--- config.mk ---
export PLATFORM = sky130hd
export DESIGN_NAME = mic_sample_framer
export DESIGN_NICKNAME = d
export VERILOG_FILES = /design/src/rtl/mic_sample_framer.sv
export SDC_FILE = /design/constraint.sdc
export NUM_CORES = 2
export LEC_CHECK = 0
export ABC_AREA = 1
export CAP_MARGIN = 20
export CELL_PAD_IN_SITES_DETAIL_PLACEMENT = 0
export CELL_PAD_IN_SITES_GLOBAL_PLACEMENT = 1
export CORE_UTILIZATION = 40
export CTS_BUF_LIST = sky130_fd_sc_hd__clkbuf_4 sky130_fd_sc_hd__clkbuf_8 sky130_fd_sc_hd__clkbuf_16
export DETAILED_ROUTE_END_ITERATION = 16
export PLACE_DENSITY_LB_ADDON = 0.1
export SYNTH_ARGS = -nofsm -noshare
export SYNTH_HDL_FRONTEND = slang
export SYNTH_SLANG_ARGS = --single-unit
--- constraint.sdc ---
create_clock -name CLOCK -period 3.05 [get_ports CLOCK]
set_input_delay 0.305 -clock CLOCK [delete_from_list [all_inputs] [get_ports CLOCK]]
set_output_delay 0.305 -clock CLOCK [all_outputs]
set_load 0.02 [all_outputs]
--- src/rtl/mic_sample_framer.sv ---
// mic_sample_framer
// Decimates the free-running ADC channel value to a fixed sample rate, removes
// the mid-scale offset, collects FRAME_LEN samples into ping-pong banks and
// streams complete frames to the FFT over a valid/ready handshake.
//
// reader state | meaning
// RD_IDLE      | no frame in flight, waiting for the next bank to turn FULL
// RD_LOAD      | one-cycle synchronous RAM read of the first word of a frame
// RD_STREAM    | a word is presented; advance on each OUT_VALID && OUT_READY
//
// bank state    | meaning
// BANK_EMPTY    | free for the writer
// BANK_FILLING  | writer has started a frame here
// BANK_FULL     | complete frame waiting for the reader
// BANK_DRAINING | reader is streaming this bank

module mic_sample_framer #(
   parameter int SAMPLE_DIV = 6250,
   parameter int FRAME_LEN  = 64,
   parameter int IDX_W      = 6
) (
   input  logic             CLOCK,
   input  logic             RESET,
   input  logic [11:0]      SAMPLE_IN,
   input  logic             CLEAR_OVF,
   input  logic             OUT_READY,
   output logic             OUT_VALID,
   output logic [11:0]      OUT_DATA,
   output logic [IDX_W-1:0] OUT_INDEX,
   output logic             OUT_LAST,
   output logic             OVERFLOW
);

   localparam int               CNT_W    = $clog2(SAMPLE_DIV);
   localparam logic [CNT_W-1:0] CNT_LAST = CNT_W'(SAMPLE_DIV - 1);
   localparam logic [IDX_W-1:0] IDX_LAST = IDX_W'(FRAME_LEN - 1);

   typedef enum logic [1:0] {
      BANK_EMPTY,
      BANK_FILLING,
      BANK_FULL,
      BANK_DRAINING
   } bank_t;

   typedef enum logic [1:0] {
      RD_IDLE,
      RD_LOAD,
      RD_STREAM
   } rd_t;

   logic [CNT_W-1:0] tick_cnt;
   logic             tick;
   logic             smp_vld;
   logic [11:0]      smp_data;
   bank_t            bank_st [2];
   logic             wr_bank;
   logic [IDX_W-1:0] wr_idx;
   rd_t              rd_state;
   logic             rd_bank;
   logic [IDX_W-1:0] rd_idx;
   logic [11:0]      mem [2*FRAME_LEN];
   logic             xfer;
   logic             rd_done;
   logic             wr_ok;

   assign tick    = (tick_cnt == CNT_LAST);
   assign xfer    = OUT_VALID & OUT_READY;
   assign rd_done = (rd_state == RD_STREAM) & xfer & OUT_LAST;

   // A bank being released by the reader this very cycle is already usable,
   // so a stalled writer does not lose the coincident tick.
   assign wr_ok = (bank_st[wr_bank] == BANK_EMPTY) |
                  (bank_st[wr_bank] == BANK_FILLING) |
                  (rd_done & (rd_bank == wr_bank));

   // Tick generation, offset removal (MSB inversion) and drop/overflow tracking.
   always_ff @(posedge CLOCK or negedge RESET) begin
      if (!RESET) begin
         tick_cnt <= '0;
         smp_vld  <= 1'b0;
         smp_data <= '0;
         OVERFLOW <= 1'b0;
      end else begin
         tick_cnt <= tick ? '0 : tick_cnt + CNT_W'(1);
         smp_vld  <= tick & wr_ok;
         if (tick) smp_data <= {~SAMPLE_IN[11], SAMPLE_IN[10:0]};
         if (tick & ~wr_ok) OVERFLOW <= 1'b1;
         else if (CLEAR_OVF) OVERFLOW <= 1'b0;
      end
   end

   // Frame RAM write port, fed from the registered capture stage.
   always_ff @(posedge CLOCK) begin
      if (smp_vld) mem[{wr_bank, wr_idx}] <= smp_data;
   end

   // Reader FSM, writer pointer and bank bookkeeping; they share bank_st.
   always_ff @(posedge CLOCK or negedge RESET) begin
      if (!RESET) begin
         bank_st[0] <= BANK_EMPTY;
         bank_st[1] <= BANK_EMPTY;
         wr_bank    <= 1'b0;
         wr_idx     <= '0;
         rd_state   <= RD_IDLE;
         rd_bank    <= 1'b0;
         rd_idx     <= '0;
         OUT_VALID  <= 1'b0;
         OUT_DATA   <= '0;
         OUT_INDEX  <= '0;
         OUT_LAST   <= 1'b0;
      end else begin
         case (rd_state)
            RD_IDLE: begin
               if (bank_st[rd_bank] == BANK_FULL) begin
                  bank_st[rd_bank] <= BANK_DRAINING;
                  rd_idx           <= '0;
                  rd_state         <= RD_LOAD;
               end
            end
            RD_LOAD: begin
               OUT_VALID <= 1'b1;
               OUT_DATA  <= mem[{rd_bank, rd_idx}];
               OUT_INDEX <= rd_idx;
               OUT_LAST  <= (rd_idx == IDX_LAST);
               rd_idx    <= rd_idx + IDX_W'(1);
               rd_state  <= RD_STREAM;
            end
            RD_STREAM: begin
               if (xfer) begin
                  if (OUT_LAST) begin
                     OUT_VALID        <= 1'b0;
                     bank_st[rd_bank] <= BANK_EMPTY;
                     rd_bank          <= ~rd_bank;
                     rd_idx           <= '0;
                     if (bank_st[~rd_bank] == BANK_FULL) begin
                        bank_st[~rd_bank] <= BANK_DRAINING;
                        rd_state          <= RD_LOAD;
                     end else begin
                        rd_state <= RD_IDLE;
                     end
                  end else begin
                     OUT_DATA  <= mem[{rd_bank, rd_idx}];
                     OUT_INDEX <= rd_idx;
                     OUT_LAST  <= (rd_idx == IDX_LAST);
                     rd_idx    <= rd_idx + IDX_W'(1);
                  end
               end
            end
            default: rd_state <= RD_IDLE;
         endcase

         // Writer update comes last so a same-cycle release then refill ends FILLING.
         if (smp_vld) begin
            if (wr_idx == IDX_LAST) begin
               bank_st[wr_bank] <= BANK_FULL;
               wr_idx           <= '0;
               wr_bank          <= ~wr_bank;
            end else begin
               bank_st[wr_bank] <= BANK_FILLING;
               wr_idx           <= wr_idx + IDX_W'(1);
            end
         end
      end
   end

endmodule
==> metrics.md <==
| Metric | Value |
|---|---|
| Die area | `roughly 0.17 sq mm` |
| Largest area contributor in the netlist | `edfxtp_1` |
| Post-synth EDFFs | `about 1500` |
| DR vias | `43400` |
| Worst Path Arrival | `~3600 ps` |
| Hold Path Class | `input port to flop` |
| #FFs+latches synth | `roughly 1600` |
| Post-synth ARST share | `0.0418` |
| Clock latency on the worst-skew pair | `about 810 ps` |
| CTS root buffer | `clkbuf_16` |
| Post-Synthesis Cell Area | `about 0.066 sq mm` |
| Main area contributors after synthesis | `edfxtp_1, nand2_1, nand3_1` |
| Gate power share | `0.194` |
| Top Usage Layer GRT | `met2` |
| Post-Place Worst Slack | `between 200 and 300 ps` |
| Top-area cell type share of the netlist area | `0.697` |
| Main synth FF type | `edfxtp_1` |
| Reg clk slew, reported paths | `60 ps` |
| Area grow syn2layout | `15.4%` |
| Synth Area per Inst | `around 11 sq um` |
| Leakage power | `between 30 and 40 nW` |
| GR Util met3 | `0.0399` |
| I/O Pins | `37` |
| Avg WL per Cell | `roughly 24 um` |
| Final worst slack | `around 180 ps` |
| CP required | `3800 ps` |
| Syn Nets | `approximately 6000` |
| Worst Tran Pin Value | `roughly 1000 ps` |
| Non-Filler Instances | `between 8000 and 9000` |
| GR Util met1 | `0.340` |
| Filler cell count | `roughly 15000` |
| CTS tree | `done` |
| Peak Freq | `roughly 350 MHz` |
| Final setup viols | `0` |
| Total grt overflow | `0` |
| Post-CTS sizing | `0` |
| Relative slew slack | `0.320` |
| Sw frac | `0.298` |
| Share of cells above drive strength 1 | `0.101` |
| Synth Warn # | `0` |
| Routability cong. | `roughly 0.86` |
| CP Max Fanout | `just under 50` |
| Total Routing Usage GR | `0.237` |
| Starting Density | `0.404` |
| Fin. Hold Viols | `0` |
| Min cycle time layout | `between 2000 and 3000 ps` |
| VDD IR max | `between 700 and 800 uV` |
| Largest net degree at the start of global routing | `just under 90` |
| DP Cell Count | `around 8000` |
| CTS sink count | `around 1600` |
| Die Span Y | `about 410 um` |
| Status | `complete, no violations` |
| Critical Path End Type | `flop` |
| Synthesized instance count | `about 5800` |
| Htree depth | `4` |
| Vias in the first global route | `between 40000 and 50000` |
| CORE AREA | `0.164 sq mm` |
| Worst Path Class, Setup | `flop to flop` |
| # DRC | `0` |
| FP Rows | `148` |
| Number of port buffers | `36` |
| Antenna violations before repair | `7` |
| Slew Viols, Final | `0` |
| Post-Route WL | `roughly 200000 um` |
| DP Area | `about 0.07 sq mm` |
| Nets@finish | `approximately 6000` |
| Met2 Resource Use GR | `0.367` |
| Post-DRT Antenna Nets | `0` |
| Period utilisation layout | `0.941` |
| First-pass GRT wire length | `roughly 290000 um` |
| Maxcap violations | `0` |
| Total negative slack | `0 ps` |
| Design area | `0.0763 sq mm` |
| Max Buffers Root-to-Sink | `3` |
| Critical Path Source Type | `flop` |
| Final Core Density | `0.467` |
| RSZ-0062 raised after global routing | `false` |
| Post-synth cell types | `35` |
| Die width | `around 410 um` |
| Clock share of power | `0.375` |
| Psw | `16.7 mW` |
| DR vias/cell | `around 5.2` |
| CTS Buf Count | `around 180` |
| 1st-pass router iterations | `5` |
| Pwr/cell area | `733 mW/mm^2` |
| Pint | `39.2 mW` |
| Sequential-to-total area share from yosys stat | `0.723` |
| Reg power frac | `0.432` |
| Starting DRT DRC Count | `about 3900` |
| Detailed placer's ending HPWL | `roughly 120000 um` |
| Clock skew | `between 30 and 40 ps` |
[area by class of cell]
class                           instances  area [sq um]  area share
Timing Repair Buffer                  347          3520      0.0462
Clock inverter                         99           847      0.0111
Inverter                              273          1060      0.0138
Tap cell                             2175          2720      0.0356
Multi-Input combinational cell       3605         15500       0.203
Antenna cell                            1          2.50   0.0000328
Clock buffer                          226          4840      0.0634
Sequential cell                      1603         47900       0.627
[final timing paths]
kind	start	cells after the start	endpoint	slack, ps
setup reg to reg	rd_idx[0]	13	OUT_DATA[11]	180
max in group asynchronous	RESET	3	OUT_INDEX[0]	2080
min in group asynchronous	RESET	2	smp_data[5]	140
hold reg to reg	OUT_INDEX[1]	2	OUT_INDEX[1]	500
setup / recovery	rd_idx[0]	13	OUT_DATA[11]	180
hold / removal	SAMPLE_IN[3]	3	smp_data[3]	60
[worst max-delay path: stages (launching register included)]
cell and delay [ps]:
dfrtp_4 610, inv_16 300, buf_12 270, buf_4 290, nor2_1 60, o22ai_1 170
nand2_1 70, nand2_1 110, nand3_1 150, nand2_1 290, nand2_1 80, nand2_1 140
nand2_1 80, nand2_1 60
[metrics by stage]
stage               total power, mW  hold slack (ps)
global placement               35.5              445
CTS                            56.5             3.07
detailed placement             35.5              453
finish                         55.9             59.8
global route                   58.1             43.4
floorplan                      31.1             9.41
[cells in the mapped netlist (4+ instances only)]
cell and count:
buf_1 35, edfxtp_1 1536, nor3_1 46, buf_4 46
nand3_1 616, clkbuf_1 93, clkinv_1 4, o22ai_1 65
a21oi_1 156, o21ai_1 85, buf_6 32, o211ai_1 32
xor2_1 7, inv_1 265, ha_1 8, nor2_1 654
or2_2 6, buf_2 132, dfrtp_1 67, o21ai_0 268
nand2_1 1645
[placed cells by master, fill, tap and decap left out, drive strengths merged, types with 6 or more instances in the layout]
cell / n
clkdlybuf4s50: 35
o21ai: 353
dfrtp: 67
inv: 278
bufinv: 12
buf: 305
o22ai: 65
nor3: 46
nor2: 655
edfxtp: 1536
xor2: 7
clkbuf: 226
ha: 8
nand2: 1645
clkinv: 81
o211ai: 32
dlygate4sd3: 7
a21oi: 156
nand3: 616
or2: 6
[power groups by stage]
stage	Sequential (mW)	Combinational [mW]	Clock, mW
detailed placement	24.6	10.9	0
CTS	24.1	10.9	21.4
floorplan	24.5	6.61	0
finish	24.1	10.8	21.0
global placement	24.6	10.9	0
global route	24.1	11.8	22.2
[kinds of logic after synthesis]
kind of cell	after synthesis	share of synthesized area
XOR/XNOR	7	0.000927
buffers and inverters	611	0.0435
flip-flops	1603	0.723
AO/OA/AOI/OAI	614	0.0493
adder cells (fa/ha/maj)	8	0.00151
AND/OR/NAND/NOR	2976	0.182
[state kept, by name, indices dropped and copies added (netlist names)]
signal,cells
mem,1536
tick_cnt,13
OUT_DATA,12
smp_data,12
OUT_INDEX,6
rd_idx,6
wr_idx,6
bank_st,4
rd_state,2
OUT_LAST,1
OUT_VALID,1
OVERFLOW,1
rd_bank,1
smp_vld,1
wr_bank,1
[layer usage]
metal | routed length, um | share of wire
met4 | 5910 | 0.030
met1 | 91600 | 0.46
met2 | 91300 | 0.46
met3 | 10600 | 0.053
met5 | 51 | 0.00026
[repair_timing]
item	in CTS	in global routing
hold buffers	7	0
hold endpoints to repair	56	0
buffers inserted	0	0
(Power assumes the default switching activity.)
